<file path="src/rtl/lfsr_ctrl_if.sv">
// Board-side bundle between the LFSR sequencer, the buttons/switches, the LFSR register and the LEDs.
// The master drives the strobes, seed and status; the slave supplies the buttons, switches and LFSR value.
interface lfsr_ctrl_if;
  logic [4:0]  btn;
  logic [7:0]  sw;
  logic [7:0]  lfsr_q;
  logic        lfsr_step;
  logic        lfsr_load;
  logic [7:0]  lfsr_seed;
  logic [15:0] ledr;

  modport master (
    input  btn, sw, lfsr_q,
    output lfsr_step, lfsr_load, lfsr_seed, ledr
  );

  modport slave (
    output btn, sw, lfsr_q,
    input  lfsr_step, lfsr_load, lfsr_seed, ledr
  );
endinterface

</file>
<file path="src/rtl/lfsr_ctrl.sv">
// Button-driven sequencer for an external 8-bit LFSR: debounced step/load/run/speed/display, lockup recovery, period measurement.
// Latency: step/load strobe one cycle after the debounced press (DEB_CYCLES+2 after first high sample); no backpressure, losing presses are dropped.
module lfsr_ctrl #(
  parameter int DEB_CYCLES = 4,
  parameter int TICK_BASE  = 8,
  parameter int CNT_W      = 9
) (
  input  logic       clk,
  input  logic       rst,
  lfsr_ctrl_if.master bus
);

  localparam int DW = $clog2(DEB_CYCLES + 1);
  localparam int PW = $clog2(TICK_BASE << 3);

  typedef enum logic [1:0] {IDLE, RUN, LOAD} state_t;

  logic [4:0]    sync1, sync2, acc, press;
  logic [DW-1:0] deb_cnt [5];

  state_t        state, state_nxt;
  logic          ret_run, ret_run_nxt;
  logic          cur_run;
  logic          step_r, step_nxt;
  logic [7:0]    seed_r, seed_nxt;
  logic          lock, lock_nxt;
  logic          user_load, presc_clr;
  logic          lock_rec, tick;
  logic [1:0]    speed;
  logic          disp_sel;
  logic [PW-1:0] presc, presc_term;
  logic [CNT_W-1:0] step_cnt, period;
  logic          sat, chk, period_valid;

  // Debouncers: a level is accepted after DEB_CYCLES consecutive differing samples.
  always_ff @(posedge clk or negedge rst) begin
    if (!rst) begin
      sync1 <= '0;
      sync2 <= '0;
      acc   <= '0;
      press <= '0;
      for (int i = 0; i < 5; i++) deb_cnt[i] <= '0;
    end else begin
      sync1 <= bus.btn;
      sync2 <= sync1;
      press <= '0;
      for (int i = 0; i < 5; i++) begin
        if (sync2[i] == acc[i]) begin
          deb_cnt[i] <= '0;
        end else if (deb_cnt[i] == DW'(DEB_CYCLES - 1)) begin
          acc[i]     <= sync2[i];
          press[i]   <= sync2[i];
          deb_cnt[i] <= '0;
        end else begin
          deb_cnt[i] <= deb_cnt[i] + 1'b1;
        end
      end
    end
  end

  assign cur_run    = (state == RUN) || (state == LOAD && ret_run);
  assign lock_rec   = (bus.lfsr_q == 8'h00) && (state != LOAD);
  assign presc_term = PW'((TICK_BASE << speed) - 1);
  assign tick       = (state == RUN) && (presc == presc_term);
  assign sat        = &step_cnt;

  always_comb begin
    state_nxt   = state;
    ret_run_nxt = ret_run;
    step_nxt    = 1'b0;
    seed_nxt    = seed_r;
    lock_nxt    = lock;
    user_load   = 1'b0;
    presc_clr   = 1'b0;
    if (lock_rec) begin
      state_nxt   = LOAD;
      ret_run_nxt = cur_run;
      seed_nxt    = 8'h01;
      lock_nxt    = 1'b1;
    end else if (press[1]) begin
      state_nxt   = LOAD;
      ret_run_nxt = cur_run;
      seed_nxt    = (bus.sw == 8'h00) ? 8'h01 : bus.sw;
      lock_nxt    = 1'b0;
      user_load   = 1'b1;
      presc_clr   = 1'b1;
    end else if (press[2]) begin
      // A toggle during LOAD redirects where LOAD returns to.
      state_nxt   = cur_run ? IDLE : RUN;
      ret_run_nxt = !cur_run;
      presc_clr   = 1'b1;
    end else begin
      case (state)
        IDLE:    step_nxt  = press[0];
        RUN:     step_nxt  = tick;
        LOAD:    state_nxt = ret_run ? RUN : IDLE;
        default: state_nxt = IDLE;
      endcase
    end
  end

  always_ff @(posedge clk or negedge rst) begin
    if (!rst) begin
      presc <= '0;
    end else if (presc_clr || press[3]) begin
      presc <= '0;
    end else if (state == RUN) begin
      presc <= tick ? '0 : presc + 1'b1;
    end
  end

  always_ff @(posedge clk or negedge rst) begin
    if (!rst) begin
      state        <= IDLE;
      ret_run      <= 1'b0;
      step_r       <= 1'b0;
      seed_r       <= 8'h01;
      lock         <= 1'b0;
      speed        <= 2'd0;
      disp_sel     <= 1'b0;
      step_cnt     <= '0;
      chk          <= 1'b0;
      period       <= '0;
      period_valid <= 1'b0;
    end else begin
      state   <= state_nxt;
      ret_run <= ret_run_nxt;
      step_r  <= step_nxt;
      seed_r  <= seed_nxt;
      lock    <= lock_nxt;
      chk     <= step_r;
      if (press[3]) speed <= speed + 2'd1;
      if (press[4]) disp_sel <= !disp_sel;
      if (user_load) begin
        step_cnt     <= '0;
        period_valid <= 1'b0;
      end else begin
        if (step_r && !sat) step_cnt <= step_cnt + 1'b1;
        // chk lines up with the LFSR value produced by the previous step.
        if (chk && !period_valid && !sat && bus.lfsr_q == seed_r) begin
          period       <= step_cnt;
          period_valid <= 1'b1;
        end
      end
    end
  end

  assign bus.lfsr_step = step_r;
  assign bus.lfsr_load = (state == LOAD);
  assign bus.lfsr_seed = seed_r;
  assign bus.ledr      = {disp_sel, 1'b0, period[CNT_W-1], period_valid, lock, speed, cur_run,
                          disp_sel ? period[7:0] : bus.lfsr_q};

endmodule

</file>
<file path="src/flat_wrapper.sv">
// flat-port wrapper written by rule: the top's interface ports become plain ports
module lfsr_ctrl_flat 
#(
  parameter int DEB_CYCLES = 4,
  parameter int TICK_BASE  = 8,
  parameter int CNT_W      = 9
)
  (clk, rst, bus_btn, bus_sw, bus_lfsr_q, bus_lfsr_step, bus_lfsr_load, bus_lfsr_seed, bus_ledr);
  lfsr_ctrl_if bus_i ();
  input  logic clk;
  input  logic rst;
  input wire logic [$bits(bus_i.btn)-1:0] bus_btn;
  input wire logic [$bits(bus_i.sw)-1:0] bus_sw;
  input wire logic [$bits(bus_i.lfsr_q)-1:0] bus_lfsr_q;
  output wire logic [$bits(bus_i.lfsr_step)-1:0] bus_lfsr_step;
  output wire logic [$bits(bus_i.lfsr_load)-1:0] bus_lfsr_load;
  output wire logic [$bits(bus_i.lfsr_seed)-1:0] bus_lfsr_seed;
  output wire logic [$bits(bus_i.ledr)-1:0] bus_ledr;
  assign bus_i.btn = bus_btn;
  assign bus_i.sw = bus_sw;
  assign bus_i.lfsr_q = bus_lfsr_q;
  assign bus_lfsr_step = bus_i.lfsr_step;
  assign bus_lfsr_load = bus_i.lfsr_load;
  assign bus_lfsr_seed = bus_i.lfsr_seed;
  assign bus_ledr = bus_i.ledr;
  lfsr_ctrl #(.DEB_CYCLES(DEB_CYCLES), .TICK_BASE(TICK_BASE), .CNT_W(CNT_W)) u_core (.clk(clk), .rst(rst), .bus(bus_i));
endmodule
</file>
<file path="config.mk">
export PLATFORM = sky130hd
export DESIGN_NAME = lfsr_ctrl_flat
export DESIGN_NICKNAME = d
export VERILOG_FILES = /design/src/rtl/lfsr_ctrl_if.sv /design/src/rtl/lfsr_ctrl.sv /design/src/flat_wrapper.sv
export SDC_FILE = /design/constraint.sdc
export NUM_CORES = 1
export LEC_CHECK = 0
export BUFFER_PORTS_ARGS = -buffer_cell sky130_fd_sc_hd__buf_2
export CORE_MARGIN = 5
export CORE_UTILIZATION = 50
export CTS_CLUSTER_SIZE = 8
export DETAILED_ROUTE_END_ITERATION = 8
export GPL_ROUTABILITY_DRIVEN = 0
export HOLD_SLACK_MARGIN = 0.08
export PLACE_DENSITY = 0.71
export SLEW_MARGIN = 10
export SYNTH_ARGS = -nofsm -noshare
export SYNTH_HDL_FRONTEND = slang
export SYNTH_SLANG_ARGS = --single-unit
</file>
<file path="constraint.sdc">
create_clock -name clk -period 4.2 [get_ports clk]
set_input_delay 0.21 -clock clk [delete_from_list [all_inputs] [get_ports clk]]
set_output_delay 0.21 -clock clk [all_outputs]
set_load 0.02 [all_outputs]
</file>
==> impl_metrics.py <==
metrics = {
    "final_layout": {
        "final_nets": 362,
        "synthToLayoutAreaGrowth_pct": 14.90,
        "nFillCells": 581,
        "finalNonFillerCells": 413,
        "antennaDiodeCount": 0,
        "drive_gt1_frac": 0.2703,
    },
    "synth": {
        "syn_area_um2": 3393,
        "synth_top_area_frac": 0.5605,
        "yosys-mux-area-fraction": 0.1058,
        "synth_top_family_by_area": "simple AND/OR/NAND/NOR gates",
        "synthXorXnorAreaFrac": 0.06711,
        "ys_seq_elements": 77,
        "synth_ff_type": "dfrtp_1",
        "synth-simple-area-share": 0.1578,
        "syn_nets": 311,
        "synthTopCellsByArea": "dfrtp_1 (56%), mux2_2 (7.6%), xnor2_1 (4.6%)",
        "yosysTopAreaCell": "dfrtp_1",
        "synth_cells": 278,
        "synth_compound_area_frac": 0.03392,
        "yosys_warnings": 0,
        "seq_area_frac_synth": 0.5682,
        "synth_fa_ha_area_frac": 0.03687,
        "synth_area_per_cell_um2": 12.21,
        "synth-edff-count": 0,
        "synth_async_sr_flop_share": 1.000,
        "synthDistinctLibCells": 39,
    },
    "routing": {
        "firstDrtPassIters": 4,
        "dr_total_vias": 2143,
        "drc": 0,
        "routedWlPerCell_um": 14.97,
        "wirelength_um": 6184,
        "drt_iter0_drc": 93,
        "ant_nets": 0,
        "via_per_inst": 5.189,
    },
    "critical_path": {
        "reg2reg_slack_ns": 1.77,
        "reg2reg_to": "u_core.period[0]$_DFFE_PN0P_",
        "reg2reg_depth": 8,
        "end_kind": "flop",
        "r2r-start": "u_core.step_cnt[0]$_DFFE_PN0P_",
        "start_kind": "flop",
        "arrival_ns": 2.65,
        "path_class": "reg -> reg",
        "path_max_fanout": 9,
        "crit_required_ns": 4.42,
    },
    "min_path": {
        "min-delay-start": "bus_sw[6]",
        "min_path_type": "in -> reg",
        "min_delay_path_depth": 3,
        "whs_endpoint": "u_core.bus.lfsr_seed[6]$_DFFE_PN0P_",
    },
    "placement": {
        "place_inst": 392,
        "io_buffers": 47,
        "dp_hpwl_um": 4508,
    },
    "floorplanning": {
        "dieWidth_um": 92.38,
        "coreArea_um2": 6681,
        "fp.dieH_um": 92.38,
        "ios": 49,
        "start_util": 0.5079,
        "rows": 30,
        "die_area_um2": 8534,
    },
    "clock_tree": {
        "clk_path_buf_depth": 2,
        "cts_tree": "done",
        "cts_resized": 0,
        "cts_root_buf": "clkbuf_8",
        "cts_buffers": 9,
        "path_clk_slew_ns": 0.08,
        "htreeDepth": 3,
        "clock_sinks": 77,
        "clk_latency_ns": 0.34,
    },
    "sta": {
        "finClkSkew_ns": 0.01457,
        "setup_viol": 0,
        "setup_tns_ns": 0,
        "period_needed_ns": 2.429,
        "drv_slew": 0,
        "fin_crit_sh": 0.5782,
        "tightest_slew_ns": 0.9353,
        "rsz0062_at_grt": "no",
        "hold_viol_final": 0,
        "fmax_mhz": 411.8,
        "slew_headroom": 0.3764,
    },
    "global_route": {
        "first_global_vias": 2239,
        "antenna_found_initial": 0,
        "grt_max_degree": 78,
        "grt_pass1_wl_um": 10630,
        "grt-ovfl-total": 0,
        "grt_use_total": 0.1590,
    },
    "power_and_ir_drop": {
        "cellLeakagePower_nw": 1.896,
        "ir_drop_mv": 0.2761,
        "power.density_nw_per_um2": 587.6,
    },
    "run": {
        "max_cap_viol_count": 0,
    },
    "status": {
        "status": "finished clean",
    },
}
-- Yosys cell counts, drive strengths merged (3+ instances only) --
library cell / count
nor3b: 7
nor4: 5
nand4: 5
nand3: 8
ha: 10
a31oi: 3
dfrtp: 76
mux2: 23
o21ai: 4
nor2b: 9
buf: 7
a21oi: 6
xor2: 8
nor3: 8
nor2: 25
xnor2: 18
mux2i: 10
inv: 7
clkbuf: 6
or4: 3
nand2: 9
and3b: 5
-- layer usage --
metal	routed length [um]	up-vias	GRT usage
met4	68	0	0.05198
li1	-	1053	-
met1	2881	1042	0.2049
met5	0	-	0
met3	310	7	0.05443
met2	2923	41	0.2520
-- worst max path at each step --
stage,startpoint,to,slack (ns)
floorplan,u_core.step_cnt[0]$_DFFE_PN0P_,u_core.period[0]$_DFFE_PN0P_,2.02
global placement,u_core.step_cnt[0]$_DFFE_PN0P_,u_core.period[0]$_DFFE_PN0P_,1.82
detailed placement,u_core.step_cnt[0]$_DFFE_PN0P_,u_core.period[0]$_DFFE_PN0P_,1.77
CTS,u_core.step_cnt[0]$_DFFE_PN0P_,u_core.period[0]$_DFFE_PN0P_,1.75
global route,u_core.step_cnt[0]$_DFFE_PN0P_,u_core.period[0]$_DFFE_PN0P_,1.62
finish,u_core.step_cnt[0]$_DFFE_PN0P_,u_core.period[0]$_DFFE_PN0P_,1.77
-- kinds of logic after synthesis --
| kind of cell | Yosys count |
|---|---|
| buffers and inverters | 20 |
| and+or+nand+nor | 93 |
| muxes | 33 |
| AOI/OAI and AO/OA | 18 |
| xor gates and xnor gates | 26 |
| other | 1 |
| adders and majority gates | 10 |
| DFF | 77 |
-- area by class of cell --
cell class	instances	area, um2	share of cell area
repair buffers	53	297.8	0.07638
clock inverters	5	52.55	0.01348
well taps	80	100.1	0.02567
flip-flops and latches	77	1928	0.4945
inverters	7	26.28	0.006739
multi-input cells	181	1366	0.3504
clock buffers	10	127.6	0.03273
-- critical path: stages, from the launching register on --
cell	delay [ns]
dfrtp_1	0.43
ha_1	0.27
nand3_1	0.09
nor2_1	0.05
ha_1	0.22
nor2_1	0.09
nand3_1	0.14
nor4_4	0.61
mux2_2	0.41
-- sequential cells by signal (all words and copies together), names as in the netlist, 2 cells and up --
name and flops:
u_core.deb_cnt 15, u_core.period 9, u_core.step_cnt 9, u_core.bus.lfsr_seed 8, u_core.presc 6, u_core.acc 5, u_core.press 5, u_core.sync1 5
u_core.sync2 5, u_core.speed 2, u_core.state 2
-- placed cells by master, fill, tap and decap left out, drive strengths merged, types with 9 or more instances in the layout --
cell type	n
dfrtp	76
buf	47
nor2	25
mux2	23
xnor2	18
mux2i	10
ha	10
clkbuf	10
nor2b	9
nand2	9
-- timing repair --
action,4_1_cts,5_1_grt
hold buffers,6,0
hold endpoints to repair,81,0
buffers inserted,0,0
-- report_power, final --
part / internal (W) / switching (W)
Combinational: 0.000318 / 0.000357
Clock: 0.000268 / 0.000254
Sequential: 0.000917 / 0.000176
Total: 0.00150 / 0.000788
-- through the flow --
step	area, um2	setup slack [ns]	hold WS [ns]	util	total power, W
after global placement	3659	1.816	0.3188	0.5476	0.001757
final	3899	1.771	0.1372	0.5835	0.002291
after detailed placement	3659	1.765	0.3196	0.5476	0.001788
after CTS	3899	1.747	0.1174	0.5835	0.002322
after global routing	3899	1.622	0.1461	0.5835	0.002457
after floorplan	3393	2.020	-0.08559	-	0.001594
(Power assumes the default switching activity.)
